## src/rtl/seqdet_pkg.sv

```systemverilog
// Shared types and constants for the programmable serial pattern detector.
// Holds the detector FSM encoding, the power-up pattern/length defaults and
// the helper that decides whether a requested pattern length can be loaded.
package seqdet_pkg;

  typedef enum logic [1:0] {
    FILL  = 2'b00,
    ARMED = 2'b01,
    HIT   = 2'b10
  } seqdet_state_t;

  localparam int         DEF_MAX_LEN = 8;
  localparam logic [7:0] DEF_PATTERN = 8'b0000_1010;
  localparam int         DEF_LEN     = 5;

  // A pattern length is loadable when it selects at least one bit and no
  // more bits than the history window holds.
  function automatic logic len_valid(input int unsigned len, input int unsigned max_len);
    return (len >= 1) && (len <= max_len);
  endfunction

endpackage

```

## src/rtl/seqdet_sat_counter.sv

```systemverilog
// Saturating event counter used for the detector's match count.
// Clear takes priority over increment; the count sticks at all-ones.
module seqdet_sat_counter #(
  parameter int CNT_W = 8
) (
  input  logic             clk,
  input  logic             rst_n,
  input  logic             inc,
  input  logic             clr,
  output logic [CNT_W-1:0] count
);

  // Count register: clear wins, otherwise step until saturated.
  always_ff @(posedge clk or negedge rst_n) begin
    if (!rst_n) begin
      count <= '0;
    end else if (clr) begin
      count <= '0;
    end else if (inc && (count != '1)) begin
      count <= count + CNT_W'(1);
    end
  end

endmodule

```

## src/rtl/seq_detector_param.sv

```systemverilog
// Programmable serial bit-pattern detector with a registered Moore match flag.
// A run-time loaded pattern of 1..MAX_LEN bits is compared against the most
// recent accepted stream bits; overlapping or non-overlapping matching is
// selectable. Build option SEQDET_COUNT_EN adds the saturating match counter;
// without it match_count is tied to zero and cnt_clr is ignored.
module seq_detector_param
  import seqdet_pkg::*;
#(
  parameter int                 MAX_LEN       = DEF_MAX_LEN,
  parameter int                 LEN_W         = $clog2(MAX_LEN + 1),
  parameter int                 CNT_W         = 8,
  parameter logic [MAX_LEN-1:0] RESET_PATTERN = MAX_LEN'(DEF_PATTERN),
  parameter logic [LEN_W-1:0]   RESET_LEN     = LEN_W'(DEF_LEN),
  parameter logic               RESET_OVERLAP = 1'b1
) (
  input  logic               clk,
  input  logic               rst_n,
  input  logic               cfg_we,
  input  logic [MAX_LEN-1:0] cfg_pattern,
  input  logic [LEN_W-1:0]   cfg_len,
  input  logic               cfg_overlap,
  input  logic               in_valid,
  input  logic               x,
  input  logic               cnt_clr,
  output logic               match,
  output logic               cfg_err,
  output logic [CNT_W-1:0]   match_count
);

  localparam logic [LEN_W-1:0] FILL_MAX = LEN_W'(MAX_LEN);

  logic [MAX_LEN-1:0] hist;
  logic [MAX_LEN-1:0] hist_next;
  logic [MAX_LEN-1:0] pat;
  logic [MAX_LEN-1:0] len_mask;
  logic [LEN_W-1:0]   fill;
  logic [LEN_W-1:0]   fill_next;
  logic [LEN_W-1:0]   len;
  logic               ovl;
  logic               accept;
  logic               cfg_ok;
  logic               hit;
  logic               cfg_err_r;
  seqdet_state_t      state;
  seqdet_state_t      state_next;

  // A configuration write always owns the cycle, so its stream bit is lost.
  assign accept = in_valid & ~cfg_we;
  assign cfg_ok = len_valid(32'(cfg_len), MAX_LEN);

  // Post-shift history, saturating fill level and window compare.
  always_comb begin
    hist_next = hist;
    fill_next = fill;
    if (accept) begin
      hist_next = {hist[MAX_LEN-2:0], x};
      if (fill != FILL_MAX) begin
        fill_next = fill + LEN_W'(1);
      end
    end
    // Bits of the pattern above len are masked out of the compare.
    len_mask = ~({MAX_LEN{1'b1}} << len);
    hit = accept && (fill_next >= len) && (((hist_next ^ pat) & len_mask) == '0);
  end

  // Next-state logic: config load restarts collection; a hit always lands in HIT.
  always_comb begin
    state_next = state;
    if (cfg_we) begin
      if (cfg_ok) begin
        state_next = FILL;
      end else if (state == HIT) begin
        state_next = ovl ? ARMED : FILL;
      end
    end else if (hit) begin
      state_next = HIT;
    end else begin
      case (state)
        FILL:    if (accept && (fill_next >= len)) state_next = ARMED;
        ARMED:   state_next = ARMED;
        HIT:     state_next = ovl ? ARMED : FILL;
        default: state_next = FILL;
      endcase
    end
  end

  // State register; reset abandons any partial match at once.
  always_ff @(posedge clk or negedge rst_n) begin
    if (!rst_n) begin
      state <= FILL;
    end else begin
      state <= state_next;
    end
  end

  // Configuration, history and fill registers plus the rejected-config flag.
  always_ff @(posedge clk or negedge rst_n) begin
    if (!rst_n) begin
      hist      <= '0;
      fill      <= '0;
      pat       <= RESET_PATTERN;
      len       <= RESET_LEN;
      ovl       <= RESET_OVERLAP;
      cfg_err_r <= 1'b0;
    end else begin
      cfg_err_r <= cfg_we & ~cfg_ok;
      if (cfg_we) begin
        if (cfg_ok) begin
          pat  <= cfg_pattern;
          len  <= cfg_len;
          ovl  <= cfg_overlap;
          hist <= '0;
          fill <= '0;
        end
      end else begin
        hist <= hist_next;
        // Non-overlap: the next occurrence must be built from fresh bits.
        fill <= (hit && !ovl) ? '0 : fill_next;
      end
    end
  end

  // Moore outputs decoded from registered state.
  always_comb begin
    match   = (state == HIT);
    cfg_err = cfg_err_r;
  end

`ifdef SEQDET_COUNT_EN
  logic cnt_inc;
  assign cnt_inc = (state_next == HIT);

  seqdet_sat_counter #(
    .CNT_W (CNT_W)
  ) u_match_cnt (
    .clk   (clk),
    .rst_n (rst_n),
    .inc   (cnt_inc),
    .clr   (cnt_clr),
    .count (match_count)
  );
`else
  logic unused_cnt_clr;
  assign unused_cnt_clr = cnt_clr;
  assign match_count    = '0;
`endif

endmodule

```

## config.mk

```make
export PLATFORM = sky130hd
export DESIGN_NAME = seq_detector_param
export DESIGN_NICKNAME = d
export VERILOG_FILES = /design/src/rtl/seqdet_pkg.sv /design/src/rtl/seqdet_sat_counter.sv /design/src/rtl/seq_detector_param.sv
export SDC_FILE = /design/constraint.sdc
export NUM_CORES = 1
export LEC_CHECK = 0
export ABC_AREA = 1
export CAP_MARGIN = 0
export CORE_ASPECT_RATIO = 1.1
export CORE_MARGIN = 2
export CORE_UTILIZATION = 40
export CTS_CLUSTER_DIAMETER = 80
export DETAILED_ROUTE_END_ITERATION = 16
export SETUP_SLACK_MARGIN = 0.15
export SYNTH_ARGS = -nofsm -noshare
export SYNTH_HDL_FRONTEND = slang
export SYNTH_SLANG_ARGS = --single-unit
```

## constraint.sdc

```tcl
create_clock -name clk -period 2.25 [get_ports clk]
set_input_delay 0.675 -clock clk [delete_from_list [all_inputs] [get_ports clk]]
set_output_delay 0.675 -clock clk [all_outputs]
set_load 0.01 [all_outputs]
```

==> flow_summary.ini <==
[setup_path]
critPathLaunch = in_valid
reg2reg_to = fill[3]
worstPathRequired_ps = 2460
setup.worst_path.end = state[0]
start_kind = primary input
crit_fanout = 7
rrSetupSlack_ps = 200
cp-end-kind = flop
cp_data_arrival_time_ps = 2300
crit_type = primary input to flop
worstReg2RegStart = fill[1]
rr_worst_depth = 15

[sta]
rsz0062_at_grt = true
whs_ps = 495.7
setup-tns-final_ps = 0
fin_crit_ps = 2085
finalSetupViolations = 0
clock.fmax_mhz = 479.6
setup_ws_ps = 165.0
slew_violations = 0
finalHoldViolCount = 0
timing.final.crit_share = 0.9266
skew_ps = 1.695

[die]
io_pins = 29
die_h_um = 76.01
core-area_um2 = 4587
dieWidth_um = 69.46
floorplan.initialDensity = 0.4111
rows = 26
die_area_um2 = 5280

[detailed_routing]
first_pass_iters = 4
drt-total-wl_um = 4201
drt-initial-drc-count = 46
antenna_left = 0
vias = 1711
wl_per_cell_um = 12.04
vias_per_cell = 4.903
drc = 0

[run_status]
status = complete, no violations

[layout]
final_common_cell = nand2_1
fin_nets = 319
diodes = 0
area_growth_pct = 26.28
mostFrequentLayoutCells = nand2_1, nand3_1, inv_1
drive_gt1_frac = 0.2355

[placed_design]
dp_slack_ps = -515.9
dp_hpwl_um = 3079
io_buffers = 19
routabilityCongestion = 0.8203

[yosys]
synth_fa_ha_area_frac = 0.03981
synth_cell_types = 29
syn_area_um2 = 1886
synth.avg_cell_area_um2 = 7.280
synth_compound_area_frac = 0.08361
synth.area.mux_share = 0
synth_top_family_by_area = simple AND/OR/NAND/NOR gates
yosysTopAreaCell = dfrtp_1
ys_seq_area_frac = 0.3749
ys_ff_latch = 28
synth-xor-area-share = 0.01327
synth_simple_gate_area_frac = 0.3444
synth_cells = 259
yosys-top-cells-area = dfrtp_1, nand2_1, nand3_1
yosysWarnings = 0
yosysTopAreaCellShare = 0.3052

[global_routing]
grt_use_total = 0.1729
grt_pass1_wl_um = 7472
gr-total-overflow = 0
grt_max_degree = 29
grt_pass1_vias = 1576
grt_antenna_before_repair = 0

[cts]
numCtsBuffers = 3
clk_path_buf_depth = 2
clk_pin_slew_ps = 100
htreeDepth = 1
clock-sinks = 28
worstSkewPairLatency_ps = 280
root_buffer = clkbuf_8
cts_tree = yes

[pwr]
p_leak_nw = 1.147
p_per_area_nw_per_um2 = 614.1
design_power_total_mw = 1.462
irDropWorstVdd_v = 0.0002728

[run]
maxCapViolCount = 0

[hold_path]
worstHoldPathType = flop to flop
-- synthesized netlist by cell type (all sizes together) --
master and count:
o21bai 1, ha 6, conb 1, nand4 2, nor4 1, nand3b 4, nor2 12, a21oi 4
inv 36, or2 1, nand2 70, nand3 47, xor2 2, o21ai 26, dfrtp 23, nor3 3
dfstp 5, buf 15
-- flip-flops by register name (all words and copies together), names as in the netlist --
signal and flops:
state 2, hist 8, fill 4, len 4, pat 8, cfg_err 1, ovl 1
-- worst min path at each step --
stage / slack (ps) / cells after the start / start / to
after detailed placement: 480 / 2 / fill[2] / fill[2]
after CTS: 500 / 2 / fill[2] / fill[2]
after global placement: 470 / 2 / fill[2] / fill[2]
after global routing: 520 / 2 / fill[2] / fill[2]
after floorplan: 380 / 0 / rst_n / cfg_err
final: 500 / 2 / fill[2] / fill[2]
-- metrics by stage --
stage	util	area, um2	std cells
final	0.5191	2381	349
after global routing	0.5191	2381	349
after CTS	0.4929	2261	346
after detailed placement	0.4817	2210	342
after global placement	0.4817	2210	342
after floorplan	-	1963	266
-- metal layers --
| metal | wire (um) | share of wire | global-route usage | vias to the layer above |
|---|---|---|---|---|
| met5 | 0 | 0 | 0 | - |
| met2 | 2069 | 0.49 | 0.2933 | 18 |
| met4 | 49 | 0.012 | 0.04706 | 0 |
| li1 | - | - | - | 884 |
| met3 | 82 | 0.020 | 0.01984 | 4 |
| met1 | 1999 | 0.48 | 0.2334 | 805 |
-- power breakdown --
group / leakage, nW / switching [mW] / total [mW] / internal [mW]
combinational: 0.771 / 0.286 / 0.502 / 0.216
clock: 0.0288 / 0.167 / 0.324 / 0.157
sequential: 0.348 / 0.0550 / 0.637 / 0.582
total: 1.15 / 0.507 / 1.46 / 0.955
-- timing repair --
action                                  4_1_cts  5_1_grt
gates resized for setup                       7       27
hold buffers                                  0        0
hold endpoints to repair                      0        0
pin swaps                                     0       12
buffers inserted                              0        3
endpoints found under the setup margin        6        7
cloned                                        0        0
-- final cells by class --
type | count | area (um2)
fill | 442 | 2206
tap | 56 | 70.07
clock buffer | 4 | 55.05
inverter | 36 | 145.1
timing repair buffer | 38 | 335.3
sequential | 28 | 706.9
multi-input combinational | 187 | 1069
-- critical path, cell delays in order --
cell             delay [ps]
clkdlybuf4s15_2         240
nand2_8                  90
inv_4                    60
nand2_1                  60
or2_4                   240
nand2_2                  80
ha_4                    210
a21oi_2                 150
nand3_2                  90
nand2_2                  90
nand3_2                  80
nand2_2                  70
nor2_2                   30
a21oi_1                 130
-- cell families (layout without fill, tap and decap cells) --
| logic type | Yosys count | after routing |
|---|---|---|
| DFF | 28 | 28 |
| xor gates and xnor gates | 2 | 2 |
| adders and majority gates | 6 | 6 |
| buffers and inverters | 51 | 78 |
| and+or+nand+nor | 140 | 140 |
| other | 1 | 8 |
| AOI/OAI and AO/OA | 31 | 31 |
Power figures use the tool's default switching activity.
